==> src/rtl/alu_pkg.sv <==
// Shared definitions for the registered 16-bit ALU: datapath width and opcode encoding.
package alu_pkg;

    localparam int DATA_W = 16;
    localparam int RES_W  = 2 * DATA_W;

    typedef enum logic [2:0] {
        OP_ADD   = 3'b000,
        OP_MUL   = 3'b001,
        OP_AND   = 3'b010,
        OP_OR    = 3'b011,
        OP_HALVE = 3'b100,
        OP_GT    = 3'b101,
        OP_LT    = 3'b110,
        OP_SLL   = 3'b111
    } alu_op_e;

endpackage

==> src/rtl/alu_core.sv <==
// Combinational ALU datapath: result, zero detect and unsigned magnitude compares.
module alu_core
    import alu_pkg::*;
(
    input  logic [DATA_W-1:0] a_i,
    input  logic [DATA_W-1:0] b_i,
    input  alu_op_e           op_i,
    output logic [RES_W-1:0]  r_o,
    output logic              zero_o,
    output logic              gt_o,
    output logic              lt_o
);

    logic [DATA_W-1:0] sum;

    assign sum = a_i + b_i;

    // NOTE: r_o is assigned before the case so every path drives it and no latch is inferred.
    always_comb begin
        r_o = '0;
        case (op_i)
            OP_ADD:   r_o = {{DATA_W{sum[DATA_W-1]}}, sum};
            OP_MUL:   r_o = RES_W'(a_i) * RES_W'(b_i);
            OP_AND:   r_o = RES_W'(a_i & b_i);
            OP_OR:    r_o = RES_W'(a_i | b_i);
            OP_HALVE: r_o = RES_W'(a_i >> 1);
            OP_GT:    r_o = RES_W'(a_i > b_i);
            OP_LT:    r_o = RES_W'(a_i < b_i);
            OP_SLL:   r_o = RES_W'(a_i) << b_i[3:0];
            default:  r_o = '0;
        endcase
    end

    assign zero_o = (r_o == '0);
    assign gt_o   = (a_i > b_i);
    assign lt_o   = (a_i < b_i);

endmodule

==> src/rtl/alu_main.sv <==
// Registered ALU: one operation accepted per cycle, all outputs valid one clock later.
module alu_main
    import alu_pkg::*;
(
    input  logic                clk,
    input  logic                rst_n,
    input  logic [DATA_W-1:0]   d_in_1,
    input  logic [DATA_W-1:0]   d_in_2,
    input  logic [2:0]          alu_op,
    output logic [RES_W-1:0]    d_out,
    output logic                z_flag,
    output logic                a_grt_b,
    output logic                b_grt_a
);

    logic [RES_W-1:0] d_out_d, d_out_q;
    logic             z_flag_d, z_flag_q;
    logic             a_grt_b_d, a_grt_b_q;
    logic             b_grt_a_d, b_grt_a_q;

    alu_core u_core (
        .a_i    (d_in_1),
        .b_i    (d_in_2),
        .op_i   (alu_op_e'(alu_op)),
        .r_o    (d_out_d),
        .zero_o (z_flag_d),
        .gt_o   (a_grt_b_d),
        .lt_o   (b_grt_a_d)
    );

    // NOTE: state uses non-blocking assignments so every register samples pre-edge values.
    always_ff @(posedge clk or negedge rst_n) begin
        if (!rst_n) begin
            d_out_q   <= '0;
            z_flag_q  <= 1'b0;
            a_grt_b_q <= 1'b0;
            b_grt_a_q <= 1'b0;
        end else begin
            d_out_q   <= d_out_d;
            z_flag_q  <= z_flag_d;
            a_grt_b_q <= a_grt_b_d;
            b_grt_a_q <= b_grt_a_d;
        end
    end

    assign d_out   = d_out_q;
    assign z_flag  = z_flag_q;
    assign a_grt_b = a_grt_b_q;
    assign b_grt_a = b_grt_a_q;

endmodule

==> config.mk <==
export PLATFORM = sky130hd
export DESIGN_NAME = alu_main
export DESIGN_NICKNAME = d
export VERILOG_FILES = /design/src/rtl/alu_pkg.sv /design/src/rtl/alu_core.sv /design/src/rtl/alu_main.sv
export SDC_FILE = /design/constraint.sdc
export NUM_CORES = 1
export LEC_CHECK = 0
export CAP_MARGIN = 20
export CORE_MARGIN = 1.5
export CORE_UTILIZATION = 45
export DETAILED_ROUTE_END_ITERATION = 8
export PLACE_DENSITY = 0.65
export SLEW_MARGIN = 40
export SYNTH_ARGS = -nofsm -noshare
export SYNTH_HDL_FRONTEND = slang
export SYNTH_HIERARCHICAL = 1
export SYNTH_SLANG_ARGS = --single-unit
export TNS_END_PERCENT = 20
==> constraint.sdc <==
create_clock -name clk -period 1 [get_ports clk]
set_input_delay 0.3 -clock clk [delete_from_list [all_inputs] [get_ports clk]]
set_output_delay 0.3 -clock clk [all_outputs]
set_load 0.01 [all_outputs]
# [Yosys cells after proc, flatten, opt, wreduce, memory -nomap -nowiden]
# Cells that the tools add are included.
[word_totals] regBits=35
[classes] mul=1 reduce_logical=2 n_bitwise=2 n_shift=1 n_mux=1 n_lt_le_gt_ge=2 addsub=1 n_eq_ne=7
[ops] op="$pmux 32 s8" count=1
[ops] op="$logic_not 32->1" count=1
[ops] op="$mul 16x16->32" count=1
[ops] op="$shl 16x4->32" count=1
[ops] op="$add 16x16->16" count=1
[ops] op="$and 16x16->16" count=1
[ops] op="$gt 16x16->1" count=1
[ops] op="$lt 16x16->1" count=1
[ops] op="$or 16x16->16" count=1
[ops] op="$eq 3x3->1 const B" count=4
[ops] op="$eq 3x2->1 const B" count=2
[ops] op="$eq 3x1->1 const B" count=1
[ops] op="$logic_not 3->1" count=1

# [Depth between registers and ports, before layout]
# Gate-level depths: netlist (run 1).
[logic_depth] ltp_word=3 ltp_mapped=28 mapped_depth_nobuf=25

# [Hierarchy]
# Netlist (run 1), hierarchy kept.
[by_module_without_submodules] mod="alu_core" cells_per_inst=1461 instances=1 area_per_inst_um2=11348.4 seq_area_each_um2=0.0
[by_module_without_submodules] mod="alu_main" cells_per_inst=35 instances=1 area_per_inst_um2=875.8 seq_area_each_um2=875.8

# [Least setup slack after synthesis (run 1)]
# No wires, ideal clock.
[synth_path] path_kind="in2reg" from="in d_in_2[2]" to="reg z_flag_q, in the netlist z_flag" setup_slack_ns=-5.909 required_time_ns=0.904 path_stages=25 arrival_ns=6.813 setup_ns=0.096 n_path_buf=5 path_cell_list="buf_2 -> buf_2 -> buf_1 -> clkbuf_1 -> nand2_1 -> fa_1 -> fa_1 -> inv_1 -> fa_1 -> fa_1 -> fa_1 -> inv_1 -> fa_1 -> inv_1 -> ha_1 -> clkbuf_1 -> nand2_1 -> or3_1 -> o21ai_1 -> a221oi_1 -> o31a_1 -> xor2_1 -> o221ai_1 -> or2_2 -> nor4_2"
[synth_between] elab_chain_cells=3 elab_cells_between_ends=9
[synth_lines] element="from (decl)" line="alu_main.sv:8" text="input logic [DATA_W-1:0] d_in_2,"
[synth_lines] element="$mul 16x16->32, or another cell as far along" line="alu_core.sv:23" text="OP_MUL: r_o = RES_W'(a_i) * RES_W'(b_i);"
[synth_lines] element="$pmux 32 s8 (*)" line="alu_core.sv:21" text="case (op_i)"
[synth_lines] element="named net d_out_d[27]" line="alu_main.sv:16" text="logic [RES_W-1:0] d_out_d, d_out_q;"
[synth_lines] element="$logic_not 32->1 (*)" line="alu_core.sv:34" text="assign zero_o = (r_o == '0);"
[synth_lines] element="named net z_flag_d" line="alu_main.sv:17" text="logic z_flag_d, z_flag_q;"
[synth_lines] element="to (signal assigned)" line="alu_main.sv:40" text="z_flag_q <= z_flag_d;"
[synth_lines] element="to (decl)" line="alu_main.sv:17"
# Mark *: on every way through the listed nets, which the timed path passes. The rest lies on a longest branch.

# [Worst setup path after layout (run 1)]
[layout_path] from="in d_in_2[6]" to="reg z_flag_q, in the netlist z_flag"
[layout_between] elab_chain_cells=3 elab_cells_between_ends=8
[layout_lines] element="$mul 16x16->32, or another cell as far along" line="alu_core.sv:23"
[layout_lines] element="$pmux 32 s8 (*)" line="alu_core.sv:21"
[layout_lines] element="$logic_not 32->1 (*)" line="alu_core.sv:34"
[layout_lines] element="named net z_flag_d" line="alu_main.sv:17"
# Marks and branches as above.

==> qor.yml, run 1 <==
synthesis:
  syn_nets: 1881
  syn_area_per_cell_um2: 8.17
  synthFlopType: "dfrtp_1"
  ys_warn_count: 6
  synth_edf_count: 0
  ys_types: 79
  ys_seq_elements: 35
  ys_async_sr_fraction_pct: 100
  yosysSeqAreaShare_pct: 7.16
  synth_cells: 1496
  syn-cell-area_mm2: 0.0122
status:
  violations: "setup timing"
  status: "complete, but fails checks"
cts:
  cts_root_buf: "clkbuf_16"
  cts_sinks: 35
  clkTransAtPathRegs_ns: 0.05
  numCtsBuffers: 5
  cts_tree: "yes"
  htree_levels: 2
  hold_buffers: 0
  clockBufferDepth: 2
setup_path:
  crit_path_max_incr_delay_ns: 0.53
  worst-path-stages: 25
  crit_buf_inv: 8
  path_max_fanout: 4
  cp-end-kind: "flip-flop"
  startpoint_type: "input port"
  cp.required_ns: 1.18
  crit_slowest_cell: "fa_1"
  cp_top_family: "adder cells"
  worstSetupPathType: "in -> reg"
  crit_top_cell: "fa_1"
  worstPathArrival_ns: 6.23
floorplanning:
  row_count: 60
  coreArea_mm2: 0.0268
  die_h_um: 168
  io_pins: 72
  die_w_um: 168
  initial_utilization_pct: 45.6
  die_area_mm2: 0.0282
timing:
  worstMarginPinSlew_ns: 0.823
  max_freq_mhz: 165
  finalSetupViolCount: 70
  period_share_pct: 605
  fin_hold_ws_ns: 0.397
  relSlewSlack_pct: 44.7
  hold_viol: 0
  final.min_clock_period_ns: 6.05
  drv_slew: 0
  layout_setup_ws_ns: -5.05
  rsz0062_at_grt: "true"
placed_design:
  place_area_mm2: 0.0161
  dp_hpwl_um: 39100
  dp_slack_ns: -5.99
  port_buffers: 71
  placed_cells: 2211
  gp_congestion: 0.973
flow_run:
  drv_cap: 0
grt:
  gr-total-overflow: 0
  grt_pass1_wl_um: 74100
  grt_max_degree: 36
  grtUsageTotal_pct: 34.5
  grt_pass1_vias: 13600
  grt_antenna_before_repair: 0
drt:
  drc: 0
  top_layer_used: "met4"
  num_vias: 12700
  wl_per_cell_um: 20.9
  first_pass_iters: 6
  wl_met3_um: 3490
  wl_met2_um: 22900
  viasPerCell: 5.56
  first_iter_violations: 1046
  wl_met1_um: 18800
  antenna_left: 0
  drt_wl_total_um: 47800
cells_and_area:
  fin_nets: 2328
  final_cell_mix: "buf_4 (381), inv_1 (240), fa_1 (179), nand2_1 (178), nor2_1 (148)"
  diodes: 0
  final_cells: 2284
  finalInstanceArea_mm2: 0.0179
  final_common_cell: "buf_4"
  area_growth_pct: 46.1
  layout-drive-gt1-share_pct: 38.2
min_path:
  hold_class: "in -> async"
==> Yosys cell counts (6+ instances only) <==
cell type	count	area, um^2
a211oi_1	9	67.6
a21o_1	9	67.6
a21oi_1	79	395
a221oi_1	8	70.1
a31oi_1	6	37.5
buf_1	6	22.5
buf_2	10	50.1
clkbuf_1	54	203
clkinv_1	8	30.0
dfrtp_1	35	876
fa_1	195	3900
ha_1	153	1910
inv_1	268	1010
mux2_2	7	78.8
mux2i_1	17	170
nand2_1	205	769
nand3_1	8	40.0
nand4_1	11	68.8
nor2_1	178	668
nor2b_1	6	37.5
nor3_1	9	45.0
o211ai_1	13	97.6
o21a_1	6	45.0
o21ai_0	38	190
o22ai_1	12	75.1
xnor2_1	19	166
xor2_1	16	140
==> how the worst max path moves through the flow <==
stage | start | slack, ns | end
after global routing | d_in_2[6] | -5.29 | z_flag
after floorplan | d_in_2[2] | -5.01 | z_flag
after detailed placement | d_in_1[9] | -5.99 | z_flag
final | d_in_2[6] | -5.05 | z_flag
after CTS | d_in_1[6] | -5.02 | z_flag
after global placement | d_in_1[9] | -5.90 | z_flag
==> what timing repair did <==
| action | CTS | global route |
|---|---|---|
| resized for setup | 467 | 143 |
| hold endpoints to repair | 0 | 0 |
| setup buffers | 54 | 27 |
| endpoints found under the setup margin | 70 | 70 |
| cloned | 1 | 0 |
| pin swaps | 118 | 78 |
==> cells by family (layout without fill, tap and decap cells) <==
group                      count (synthesis)  after routing  synth area share [%]
AOI/OAI and AO/OA                        246            246                  13.3
buffers and inverters                    353            800                  11.2
xor gates and xnor gates                  35             35                  2.51
DFF                                       35             35                  7.16
adders and majority gates                348            348                  47.6
and+or+nand+nor                          451            451                  15.4
muxes                                     28             28                  2.80
==> stage by stage <==
stage	utilization (%)	setup TNS [ns]
4_1_cts	64.5	-136.62
5_1_grt	66.7	-142.80
3_3_place_gp	60.1	-167.73
2_1_floorplan	-	-128.94
6_report	66.7	-135.78
3_5_place_dp	60.1	-169.18
==> per-layer routing <==
| layer | track usage (%) | vias to the layer above |
|---|---|---|
| li1 | - | 5700 |
| met1 | 43.2 | 6224 |
| met2 | 59.2 | 602 |
| met3 | 5.71 | 174 |
| met4 | 14.6 | 0 |
| met5 | 0 | - |
==> cell type report <==
type,instances,area (um^2)
multi-input cells,1108,11000
fillers,2172,8940
repair buffers,514,4270
inverters,279,1130
flip-flops and latches,35,876
well taps,341,427
clock buffers,6,139
clock inverters,1,5.00
==> flip-flops by register name, indices dropped and copies added, names as in the netlist <==
| name | flops |
|---|---|
| b_grt_a | 1 |
| d_out | 32 |
| a_grt_b | 1 |
| z_flag | 1 |
Power of run 1 is left out: the tool's default activity adds up to more than one toggle a clock period on the data nets, which glitch-free logic cannot reach.
==> run 2, diff against run 1 <==
--- a/config.mk
+++ b/config.mk
@@ -8,6 +8,7 @@
 export CAP_MARGIN = 20
 export CORE_MARGIN = 1.5
 export CORE_UTILIZATION = 45
+export CTS_BUF_LIST = sky130_fd_sc_hd__clkbuf_16
 export DETAILED_ROUTE_END_ITERATION = 8
 export PLACE_DENSITY = 0.65
 export SLEW_MARGIN = 40
@@ -15,4 +16,4 @@
 export SYNTH_HDL_FRONTEND = slang
 export SYNTH_HIERARCHICAL = 1
 export SYNTH_SLANG_ARGS = --single-unit
-export TNS_END_PERCENT = 20
+export TNS_END_PERCENT = 50
==> qor.yml, run 2 (synthesized netlist as in run 1, its figures left out) <==
status:
  status: "complete, but fails checks"
  violations: "setup timing"
grt:
  grt_pass1_vias: 13800
  grtUsageTotal_pct: 35.0
  gr-total-overflow: 0
  grt_max_degree: 36
  grt_pass1_wl_um: 75500
  grt_antenna_before_repair: 0
setup_path:
  path_max_fanout: 5
  cp.required_ns: 1.18
  timing.critical_path.from: "d_in_2[5]"
  startpoint_type: "input port"
  critPathCapture: "z_flag"
  crit_slowest_cell: "fa_1"
  worstSetupPathType: "in -> reg"
  crit_path_max_incr_delay_ns: 0.55
  cp-end-kind: "flip-flop"
  worstPathArrival_ns: 6.18
drt:
  wl_per_cell_um: 21.9
  first_iter_violations: 1097
  drc: 0
  first_pass_iters: 6
  drt_wl_total_um: 50700
  antenna_left: 0
  viasPerCell: 5.69
  num_vias: 13200
cells_and_area:
  diodes: 0
  finish.utilization_pct: 70.9
  fin_nets: 2364
  largest_register_ffs: 32
  final_cell_mix: "buf_4 (382), inv_1 (222), nand2_1 (179), fa_1 (174), nor2_1 (128)"
  area_growth_pct: 55.5
  final_common_cell: "buf_4"
  layout-drive-gt1-share_pct: 44.2
timing:
  period_share_pct: 600
  hold_viol: 0
  layout_setup_ws_ns: -5.00
  relSlewSlack_pct: 47.6
  finalSetupViolCount: 70
  worstMarginPinSlew_ns: 0.780
  max_freq_mhz: 167
  drv_slew: 0
  rsz0062_at_grt: "true"
  final.min_clock_period_ns: 6.00
cts:
  numCtsBuffers: 5
  hold_buffers: 0
  cts_sinks: 35
  htree_levels: 2
  cts_tree: "yes"
  clkTransAtPathRegs_ns: 0.05
  clockBufferDepth: 2
  cts_root_buf: "clkbuf_16"
placed_design:
  gp_congestion: 1.01
  dp_hpwl_um: 39000
  port_buffers: 71
  dp_slack_ns: -5.89
flow_run:
  drv_cap: 0
floorplanning:
  die_w_um: 168
  coreArea_mm2: 0.0268
  row_count: 60
  die_area_mm2: 0.0282
  initial_utilization_pct: 45.6
  die_h_um: 168
  io_pins: 72
min_path:
  hold_class: "in -> async"
run 2: cell count changes in the layout (fill, tap and decap cells not counted), sizes merged:
cell,delta
clkdlybuf4s50,-1
clkinv,+3
inv,-4
clkinvlp,+2
buf,+34
bufinv,+1
dlygate4sd2,-2
clkdlybuf4s15,-2
clkbuf,+5
dlymetal6s2s,+1
run 2: worst min path at each step:
stage,start,end,slack (ns),depth (start not counted)
2_1_floorplan,rst_n,a_grt_b,0.004,0
3_3_place_gp,rst_n,b_grt_a,0.68,2
3_5_place_dp,rst_n,a_grt_b,0.69,2
4_1_cts,rst_n,a_grt_b,0.39,2
5_1_grt,rst_n,b_grt_a,0.40,2
6_report,rst_n,a_grt_b,0.39,2
run 2: per-layer routing:
metal / track usage [%] / vias to the layer above / wire length (um)
li1: - / 5781 / -
met1: 44.6 / 6492 / 19300
met2: 60.1 / 725 / 24300
met3: 4.09 / 217 / 3940
met4: 15.7 / 0 / 3150
met5: 0 / - / 0
run 2: layout make-up:
cell class | count | area, um^2
Tap cell | 341 | 427
Clock inverter | 3 | 38.8
Inverter | 279 | 1180
Multi-Input combinational cell | 1108 | 11600
Clock buffer | 5 | 125
Timing Repair Buffer | 550 | 4790
Sequential cell | 35 | 876
Fill cell | 1971 | 7790
run 2: through the flow:
stage | instance area [um^2] | instances | hold WS, ns | TNS (ns)
finish | 19000 | 2321 | 0.391 | -134.25
global route | 19000 | 2321 | 0.396 | -139.61
CTS | 17800 | 2282 | 0.395 | -137.12
global placement | 16100 | 2205 | 0.682 | -166.12
detailed placement | 16100 | 2205 | 0.689 | -168.23
floorplan | 12500 | 1496 | 0.00441 | -128.59
run 2: repair_timing:
| action | in CTS | in global routing |
|---|---|---|
| pin swaps | 129 | 127 |
| gates resized for setup | 545 | 259 |
| endpoints found under the setup margin | 70 | 70 |
| cloned | 0 | 2 |
| setup buffers | 77 | 51 |
| endpoints found under the hold margin | 0 | 0 |
run 2: critical path: cells and delay by family:
| family | cells | cell delay [ns] |
|---|---|---|
| AO/OA/AOI/OAI | 4 | 0.67 |
| XOR/XNOR | 1 | 0.18 |
| adder cells (fa/ha/maj) | 8 | 3.40 |
| buffers and inverters | 8 | 0.70 |
| AND/OR/NAND/NOR | 5 | 0.88 |
Power of run 2 is left out for the same reason.
==> run 3, diff against run 2 <==
--- a/config.mk
+++ b/config.mk
@@ -16,4 +16,3 @@
 export SYNTH_HDL_FRONTEND = slang
 export SYNTH_HIERARCHICAL = 1
 export SYNTH_SLANG_ARGS = --single-unit
-export TNS_END_PERCENT = 50
==> constraint.sdc (replaced) <==
create_clock -name clk -period 1 [get_ports clk]
set_input_delay 0.2 -clock clk [delete_from_list [all_inputs] [get_ports clk]]
set_output_delay 0.2 -clock clk [all_outputs]
set_load 0.01 [all_outputs]
==> qor.yml, run 3 (synthesized netlist as in run 1, its figures left out) <==
status:
  status: "complete, but fails checks"
  violations: "setup timing"
cells_and_area:
  fin_nets: 2384
  diodes: 0
  ff_latch_area_um2: 876
  fillerInstances: 1967
  multi_input_area_mm2: 0.0117
  final_cell_mix: "buf_4 (385), inv_1 (199), nand2_1 (176), fa_1 (176), nor2_1 (133)"
  finish.utilization_pct: 72.4
  final_common_cell: "buf_4"
  layout-drive-gt1-share_pct: 45.7
  largest_register_ffs: 32
  area_growth_pct: 58.7
grt:
  grtUsageTotal_pct: 36.5
  grt_pass1_wl_um: 78200
  grt_pass1_vias: 14100
  grt_antenna_before_repair: 0
  gr-total-overflow: 0
  grt_max_degree: 36
placed_design:
  gp_congestion: 0.975
  dp_hpwl_um: 40200
  port_buffers: 71
  dp_slack_ns: -5.87
cts:
  clockBufferDepth: 2
  hold_buffers: 0
  numCtsBuffers: 5
  htree_levels: 2
  cts_root_buf: "clkbuf_16"
  cts_sinks: 35
  cts_tree: "yes"
  clkTransAtPathRegs_ns: 0.05
timing:
  worstMarginPinSlew_ns: 0.648
  final.min_clock_period_ns: 5.90
  rsz0062_at_grt: "true"
  finalSetupViolCount: 35
  drv_slew: 0
  layout_setup_ws_ns: -4.90
  period_share_pct: 590
  hold_viol: 0
  fin_hold_ws_ns: 0.286
  tns_ns: -131.10
  max_freq_mhz: 170
  relSlewSlack_pct: 56.5
drt:
  antenna_left: 0
  first_pass_iters: 6
  first_iter_violations: 1203
  wl_per_cell_um: 22.1
  num_vias: 13200
  viasPerCell: 5.64
  drt_wl_total_um: 51700
  drc: 0
min_path:
  hold_class: "in -> async"
floorplanning:
  coreArea_mm2: 0.0268
  die_w_um: 168
  io_pins: 72
  initial_utilization_pct: 45.6
  die_h_um: 168
  die_area_mm2: 0.0282
  row_count: 60
setup_path:
  worstSetupPathType: "in -> reg"
  startpoint_type: "input port"
  cp.required_ns: 1.19
  cp-end-kind: "flip-flop"
  path_max_fanout: 5
  worstPathArrival_ns: 6.08
pwr:
  total_power_uw: 81600
  p_leak_uw: 0.00950
  p_per_area_mw_per_mm2: 4210
  ir_worst_vdd_mv: 6.27
flow_run:
  drv_cap: 0
## run 3: cell types whose count changed in the layout (fill, tap and decap cells not counted), moves of 12 or more
cell	change
inv_1	-23
inv_2	+22
ha_4	+12
buf_6	+12
## run 3: power by group
group | internal, uW | switching [uW] | total [uW]
Combinational | 39300 | 39000 | 78300
Clock | 892 | 524 | 1420
Sequential | 1820 | 95.2 | 1910
Total | 42000 | 39600 | 81600
## run 3: timing repair
item,in CTS,in global routing
buffers inserted,103,43
gates resized for setup,545,205
pin swaps,141,111
gates cloned,2,1
endpoints found under the setup margin,70,47
## run 3: how the worst max path moves through the flow
| stage | from | end | slack [ns] |
|---|---|---|---|
| after floorplan | d_in_2[1] | z_flag | -4.90 |
| after global placement | d_in_1[9] | z_flag | -5.83 |
| after detailed placement | d_in_1[9] | z_flag | -5.87 |
| after CTS | d_in_1[12] | z_flag | -4.92 |
| after global routing | d_in_1[7] | z_flag | -5.03 |
| final | d_in_1[11] | z_flag | -4.90 |
## run 3: routing by layer
| layer | wire (um) | GRT usage (%) |
|---|---|---|
| met4 | 3360 | 18.1 |
| met3 | 3760 | 5.74 |
| met1 | 19900 | 45.6 |
| met5 | 0 | 0 |
| met2 | 24700 | 61.7 |
## run 3: layout make-up
| cell class | instances | share of cell area, % |
|---|---|---|
| inverters | 279 | 6.34 |
| multi-input cells | 1108 | 60.3 |
| clock buffers | 5 | 0.645 |
| repair buffers | 570 | 26.0 |
| well taps | 341 | 2.20 |
| flip-flops and latches | 35 | 4.52 |
| clock inverters | 2 | 0.0452 |
## run 3: worst max-delay path: stages
cell and delay (ns):
buf_6 0.11, buf_6 0.14, nand2_2 0.06, fa_1 0.56
fa_1 0.47, fa_2 0.60, inv_2 0.04, fa_1 0.47
fa_1 0.55, inv_1 0.05, fa_1 0.53, inv_2 0.05
ha_4 0.30, nand4_1 0.17, or3_4 0.38, o21ai_4 0.20
a221oi_4 0.09, o31a_1 0.28, buf_4 0.15, o211ai_1 0.16
o21a_1 0.18, nand3_1 0.09, nor4_2 0.25
## run 3: per-stage QoR
| step | cells | cell area (um^2) |
|---|---|---|
| 2_1_floorplan | 1496 | 13300 |
| 3_3_place_gp | 2213 | 16600 |
| 3_5_place_dp | 2213 | 16600 |
| 4_1_cts | 2312 | 18500 |
| 5_1_grt | 2340 | 19400 |
| 6_report | 2340 | 19400 |
Power figures use the tool's default switching activity.
